==> config.mk <==
export PLATFORM = sky130hd
export DESIGN_NAME = demux3_out
export DESIGN_NICKNAME = d
export VERILOG_FILES = /design/src/rtl/demux3_out_pkg.sv /design/src/rtl/demux3_out_slot.sv /design/src/rtl/demux3_out.sv
export SDC_FILE = /design/constraint.sdc
export NUM_CORES = 1
export LEC_CHECK = 0
export CORE_AREA = 2 2 104 106
export CTS_CLUSTER_DIAMETER = 120
export DETAILED_ROUTE_END_ITERATION = 12
export DIE_AREA = 0 0 106 108
export MAX_ROUTING_LAYER = met4
export PLACE_DENSITY = 0.7
export SLEW_MARGIN = 10
export SYNTH_ARGS = -nofsm -noshare
export SYNTH_HDL_FRONTEND = slang
export SYNTH_SLANG_ARGS = --single-unit
==> constraint.sdc <==
create_clock -name clk -period 1.75 [get_ports clk]
set_input_delay 0.4375 -clock clk [delete_from_list [all_inputs] [get_ports clk]]
set_output_delay 0.4375 -clock clk [all_outputs]
set_load 0.02 [all_outputs]
==> src/rtl/demux3_out_pkg.sv <==
// Shared definitions for the 3-way data selector and its fan-out counterpart.
package cpu_mux_pkg;

  typedef logic [1:0] order_t;

  localparam order_t SIGN0    = 2'b00;
  localparam order_t SIGN1    = 2'b01;
  localparam order_t SIGN2    = 2'b10;
  localparam order_t SIGN_ILL = 2'b11;

  localparam int NUM_SLOTS = 3;

  // True when the order code names a real destination.
  function automatic logic isLegal(input order_t ord);
    return ord != SIGN_ILL;
  endfunction

endpackage

==> src/rtl/demux3_out_slot.sv <==
// One-entry output buffer with valid/ready. A pop and a write in the same
// cycle keep the slot full with the new word (pass-through refill).
module demux_slot #(
  parameter int WIDTH = 32
) (
  input  logic             clk,
  input  logic             rst,
  input  logic             wr_en,
  input  logic [WIDTH-1:0] wr_data,
  input  logic             rd_ready,
  output logic             full,
  output logic [WIDTH-1:0] data,
  output logic             can_write
);

  logic             fullReg;
  logic [WIDTH-1:0] dataReg;

  // Occupancy and stored word; the word is kept after a pop so the output
  // holds its last value while not valid.
  always_ff @(posedge clk) begin
    if (rst) begin
      fullReg <= 1'b0;
      dataReg <= '0;
    end else if (wr_en) begin
      fullReg <= 1'b1;
      dataReg <= wr_data;
    end else if (rd_ready) begin
      fullReg <= 1'b0;
    end
  end

  assign full      = fullReg;
  assign data      = dataReg;
  assign can_write = ~fullReg | rd_ready;

endmodule

==> src/rtl/demux3_out.sv <==
// Registered 1-to-3 stream distributor. Each accepted word goes to the slot
// named by Order; the unused code is swallowed and counted as an error.
module demux3_out
  import cpu_mux_pkg::*;
#(
  parameter int WIDTH = 32,
  parameter int ERRW  = 8
) (
  input  logic             clk,
  input  logic             rst,
  input  logic             in_valid,
  output logic             in_ready,
  input  logic [1:0]       Order,
  input  logic [WIDTH-1:0] DataIn,
  output logic [2:0]       out_valid,
  input  logic [2:0]       out_ready,
  output logic [WIDTH-1:0] DataOut0,
  output logic [WIDTH-1:0] DataOut1,
  output logic [WIDTH-1:0] DataOut2,
  output logic             err_illegal,
  output logic [ERRW-1:0]  err_cnt
);

  order_t                  orderSel;
  logic [NUM_SLOTS-1:0]    canWrite;
  logic [NUM_SLOTS-1:0]    slotFull;
  logic [NUM_SLOTS-1:0]    wrEn;
  logic [WIDTH-1:0]        slotData [NUM_SLOTS];
  logic                    readyMux;
  logic                    accept;
  logic                    illAccept;
  logic                    errIllegalReg;
  logic [ERRW-1:0]         errCntReg;

  assign orderSel = order_t'(Order);

  // Ready follows the addressed slot only; an illegal code is always taken
  // so it can be dropped without waiting on any consumer.
  always_comb begin
    readyMux = 1'b0;
    case (orderSel)
      SIGN0:   readyMux = canWrite[0];
      SIGN1:   readyMux = canWrite[1];
      SIGN2:   readyMux = canWrite[2];
      default: readyMux = 1'b1;
    endcase
  end

  // Holding ready low in reset makes any handshake in that cycle a no-op.
  assign in_ready  = ~rst & readyMux;
  assign accept    = in_valid & in_ready;
  assign illAccept = accept & ~isLegal(orderSel);

  genvar gi;
  generate
    for (gi = 0; gi < NUM_SLOTS; gi++) begin : gSlot
      assign wrEn[gi] = accept & (orderSel == order_t'(gi));

      demux_slot #(
        .WIDTH(WIDTH)
      ) uSlot (
        .clk      (clk),
        .rst      (rst),
        .wr_en    (wrEn[gi]),
        .wr_data  (DataIn),
        .rd_ready (out_ready[gi]),
        .full     (slotFull[gi]),
        .data     (slotData[gi]),
        .can_write(canWrite[gi])
      );
    end
  endgenerate

  // Error pulse follows each illegal accept; the counter saturates at all-ones.
  always_ff @(posedge clk) begin
    if (rst) begin
      errIllegalReg <= 1'b0;
      errCntReg     <= '0;
    end else begin
      errIllegalReg <= illAccept;
      if (illAccept && (errCntReg != {ERRW{1'b1}})) begin
        errCntReg <= errCntReg + ERRW'(1);
      end
    end
  end

  assign out_valid   = slotFull;
  assign DataOut0    = slotData[0];
  assign DataOut1    = slotData[1];
  assign DataOut2    = slotData[2];
  assign err_illegal = errIllegalReg;
  assign err_cnt     = errCntReg;

endmodule

==> flow_summary.ini, run 1 <==
[sta]
worst_pin_slew_ps = 526.4
hold_viol = 0
skew_ps = 6.755
fmax_mhz = 553.6
slew_headroom = 0.6491
min_period_ps = 1806
rsz0062_at_grt = yes
fin_crit_sh = 1.032
setup_viol = 1
drv_slew = 0
holdWs_ps = 454.1
setup_ws_ps = -56.23

[logic_synthesis]
synthFlopType = dfxtp_1
synthCells = 487
ys.warnings.count = 0
yosys.area.top_type_share = 0.5330
synth_edf_count = 0
synth-seq-cells = 108
synth_top_area_cell = dfxtp_1
synthArstFlopShare = 0
synth_common_cells = nand2_1 (183), dfxtp_1 (108), a21oi_1 (88)
syn_nets = 528
avgSynthCellArea_sq_um = 8.329
synth_cell_type_count = 37
synth_area_sq_um = 4056
synth_seq_area_share = 0.5330
synth.most_common_cell = nand2_1
yosys-top-cells-area = dfxtp_1 (53%), nand2_1 (17%), a21oi_1 (11%), buf_6 (2.5%), a21oi_2 (2.2%)

[cells_and_area]
syn_to_final_growth_pct = 48.74
stdcell_area_sq_um = 6033
nNetsFinal = 685
finalNonFillerCells = 784
n_antenna_cell = 0
drive_gt1_frac = 0.1343

[setup_path]
cp_slowest_stage_delay_ps = 330
worstPathMaxFanout = 2
critical_path.slowest_cell = dfxtp_2
path_cells = nor2b_1, mux2i_1, nor2_1, a211oi_2, buf_4
crit_family = flip-flops
required_ps = 1310
critPathCaptureType = output pin
cp-start-kind = flop
critical_path_class = reg2out
crit_arrival_ps = 1370
critPathBufInv = 1

[die]
die-area_sq_um = 11450
core_sq_um = 10230
die_h_um = 108
dieWidth_um = 106
io_pins = 149
start_util = 0.3965
rows = 37

[global_route]
grt_max_degree = 49
antenna_found_initial = 0
grt_pass1_wl_um = 18060
overflow = 0
track_usage = 0.2061
grt_pass1_vias = 3641

[clocking]
cts.sink_count = 108
clkTransAtPathRegs_ps = 90
clk_latency_ps = 360
clk_path_buf_depth = 2
cts_hold_buffers = 0
cts_root_buffer = clkbuf_8
numCtsBuffers = 9
cts_tree = yes
h-tree-depth = 3

[place]
place_ws_ps = -700.0
port_buffers = 148
gp_congestion = 0.7690
detailed_place_hpwl_um = 7772
placed_cells = 761
place_area_sq_um = 5752

[hold_path]
hold_class = reg2reg

[run_status]
outcome = finished, violations left
violations = setup timing

[drt]
drt_pass1_iterations = 4
ant_nets = 0
vias = 3786
initialDrtViolationCount = 143
vias_per_cell = 4.829
wl_per_cell_um = 14.35
drt_wl_total_um = 11250
post-route-drc-count = 0

[pwr]
peakVddDrop_v = 0.0004027
power.density_nw_per_um2 = 794.4
p_leak_nw = 2.675

[job]
cap_violations = 0
-- tightest hold or removal path, delay by kind of cell (launching register included) --
family,cells,cell delay [ps]
flip-flops,1,320
AND/OR/NAND/NOR,1,50
AO/OA/AOI/OAI,1,50
-- worst paths after layout --
check                                        startpoint                 endpoint  slack, ps  depth (start not counted)
worst max-delay path                gSlot[0].uSlot.full                 in_ready        -60                          5
worst min-delay path            gSlot[1].uSlot.data[16]  gSlot[1].uSlot.data[16]        450                          2
worst max register to register      gSlot[2].uSlot.full  gSlot[2].uSlot.data[23]        110                          7
worst min register to register  gSlot[1].uSlot.data[16]  gSlot[1].uSlot.data[16]        450                          2
-- per-stage QoR --
step	util	power [W]	setup TNS [ps]
5_1_grt	0.5897	0.004993	-122.2
3_5_place_dp	0.5622	0.003080	-43670
4_1_cts	0.5854	0.004840	-163.2
6_report	0.5897	0.004793	-56.23
2_1_floorplan	-	0.002812	0
3_3_place_gp	0.5622	0.003073	-41830
-- metal layers --
layer  GRT usage  vias to the layer above  part of all wire
li1            -                     1891                 -
met1      0.2559                     1742              0.44
met2      0.3281                      133              0.48
met3     0.03797                       20             0.060
met4     0.09492                        0             0.025
met5           -                        -                 0
-- power breakdown --
group	internal (W)	total, W	switching, W
sequential	0.00251	0.00253	0.0000252
clock	0.000977	0.00179	0.000808
combinational	0.000217	0.000477	0.000260
total	0.00370	0.00479	0.00109
-- layout by cell type, fill, tap and decap left out, drive strengths merged, types with 2 or more instances in the layout --
cell type / n
nand2: 193
dlygate4sd2: 111
dfxtp: 108
a21oi: 98
buf: 39
clkdlybuf4s50: 32
nor2: 11
clkbuf: 10
xor2: 4
bufinv: 3
dlymetal6s2s: 3
nand2b: 2
mux2i: 2
and2: 2
nand4: 2
nor3: 2
nand3: 2
and3: 2
o211ai: 2
clkinv: 2
nor2b: 2
a211oi: 2
o21ai: 2
-- layout make-up --
class / instances / area [sq um]
clock buffers: 10 / 137.6
clock inverters: 5 / 100.1
fillers: 976 / 4198
inverters: 1 / 3.754
multi-input cells: 339 / 1663
flip-flops and latches: 108 / 2165
well taps: 136 / 170.2
repair buffers: 185 / 1794
-- logic make-up (layout without fill, tap and decap cells) --
kind of cell / Yosys count / count (layout) / synth area share
simple gates: 225 / 225 / 0.2400
flops: 108 / 108 / 0.5330
compound gates: 107 / 107 / 0.1474
buf+inv: 40 / 201 / 0.06292
xor+xnor: 4 / 4 / 0.008636
mux: 2 / 2 / 0.004935
fa+ha+maj: 1 / 1 / 0.003084
-- registers in the layout, indices dropped and copies added (netlist names) --
signal            flops
err_illegal           1
gSlot.uSlot.data     96
gSlot.uSlot.full      3
err_cnt               8
-- repair_timing --
item,in CTS,in global routing
pin swaps,2,4
buffers inserted,3,2
cloned,3,0
endpoints found under the setup margin,172,26
gates resized for setup,127,9
(Power assumes the default switching activity.)
==> run 2, diff against run 1 <==
Settings changed: CORE_AREA 2 2 104 106 to 3 3 105 107, DIE_AREA 0 0 106 108 to 0 0 108 110.
==> flow_summary.ini, run 2 (same netlist as run 1, synthesis figures left out) <==
[run_status]
outcome = finished, violations left
violations = setup timing

[pwr]
p_leak_nw = 2.662
power.density_nw_per_um2 = 766.0
peakVddDrop_v = 0.0004364

[sta]
skew_ps = 14.17
rsz0062_at_grt = yes
fin_crit_sh = 1.032
tns_ps = -55.85
worst_pin_slew_ps = 474.1
slew_headroom = 0.6840
fmax_mhz = 553.8
hold_viol = 0
holdWs_ps = 390.9
setup_viol = 1
drv_slew = 0
setup_ws_ps = -55.85
min_period_ps = 1806

[die]
rows = 37
core_sq_um = 10230
start_util = 0.3965
dieWidth_um = 108
io_pins = 149
die-area_sq_um = 11880
die_h_um = 110

[setup_path]
worstPathMaxFanout = 2
critical_path.slowest_cell = dfxtp_1
required_ps = 1310
path_cells = nor2b_2, mux2i_1, nor2_1, a211oi_2, buf_4
worstRegToRegCells = 7
critPathBufInv = 1
crit_family = flip-flops
cp-start-kind = flop
critical_path_class = reg2out
cp-startpoint = gSlot[2].uSlot.full
rrSetupSlack_ps = 60
crit_arrival_ps = 1370
reg2reg_from = gSlot[0].uSlot.full
cp_slowest_stage_delay_ps = 320
reg2reg_to = gSlot[0].uSlot.data[11]
critPathCaptureType = output pin

[clocking]
cts_root_buffer = clkbuf_8
cts.sink_count = 108
clkTransAtPathRegs_ps = 100
clk_latency_ps = 350
cts_hold_buffers = 0
h-tree-depth = 3
numCtsBuffers = 9
cts_tree = yes
clk_path_buf_depth = 2

[global_route]
overflow = 0
grt_pass1_vias = 3638
antenna_found_initial = 0
grt_max_degree = 46
grt_pass1_wl_um = 17930
track_usage = 0.1947

[cells_and_area]
layout_commonest_cell = nand2_1
nNetsFinal = 680
largest_register_ff_count = 96
syn_to_final_growth_pct = 43.55
finalNonFillerCells = 780
n_antenna_cell = 0
stdcell_area_sq_um = 5823
layout_common_cells = nand2_1 (183), dfxtp_1 (108), dlygate4sd2_1 (103), a21oi_1 (88), clkdlybuf4s50_1 (33)
drive_gt1_frac = 0.1242

[hold_path]
hold_start = rst
whs_endpoint = err_cnt[4]
hold_depth = 3
hold_class = in2reg

[place]
place_area_sq_um = 5709
gp_congestion = 0.7478
port_buffers = 148
placed_cells = 762
detailed_place_hpwl_um = 7886

[job]
cap_violations = 0

[drt]
wl_per_cell_um = 14.05
drt_wl_total_um = 10960
drt_pass1_iterations = 4
vias = 3750
vias_per_cell = 4.808
initialDrtViolationCount = 167
post-route-drc-count = 0
ant_nets = 0
run 2: cell count changes in the layout (fill, tap and decap cells not counted), moves of 3 or more:
cell / before / now
buf_12: 9 / 2
buf_4: 23 / 30
buf_6: 5 / 2
dlygate4sd2_1: 111 / 103
dlymetal6s2s_1: 3 / 9
run 2: worst max path at each step:
stage | end | slack [ps] | cells after the start
after floorplan | gSlot[2].uSlot.data[15] | 140 | 6
after global placement | in_ready | -780 | 5
after detailed placement | in_ready | -840 | 5
after CTS | in_ready | -90 | 5
after global routing | in_ready | -140 | 5
final | in_ready | -60 | 5
run 2: layout make-up:
cell class | count | area (sq um)
Fill cell | 992 | 4408
Sequential cell | 108 | 2162
Multi-Input combinational cell | 339 | 1658
Timing Repair Buffer | 180 | 1638
Tap cell | 136 | 170.2
Clock buffer | 11 | 131.4
Clock inverter | 5 | 60.06
Inverter | 1 | 3.754
run 2: per-stage QoR:
stage | worst slack [ps] | utilization | total power [W]
2_1_floorplan | 140.5 | - | 0.002812
3_3_place_gp | -781.7 | 0.5580 | 0.003066
3_5_place_dp | -841.9 | 0.5580 | 0.003074
4_1_cts | -85.26 | 0.5674 | 0.004518
5_1_grt | -144.2 | 0.5692 | 0.004667
6_report | -55.85 | 0.5692 | 0.004460
run 2: report_power, final:
group | internal, W | switching, W
Sequential | 0.00251 | 0.0000254
Clock | 0.000670 | 0.000810
Combinational | 0.000198 | 0.000251
Total | 0.00337 | 0.00109
run 2: timing repair:
| item | CTS | global route |
|---|---|---|
| buffers inserted | 2 | 0 |
| resized for setup | 115 | 10 |
| pin swaps | 2 | 0 |
| endpoints found under the setup margin | 153 | 22 |
run 2: worst reg2reg max path: stages, from the launching register on:
cell	delay [ps]
dfxtp_1	330
nor2b_1	140
buf_4	130
buf_4	140
or4_4	500
buf_6	180
nand2_1	90
a21oi_1	60
run 2: metal layers:
layer,GRT usage,share of wire
met1,0.2458,0.43
met5,-,0
met2,0.3215,0.49
met3,0.03029,0.060
met4,0.06583,0.017
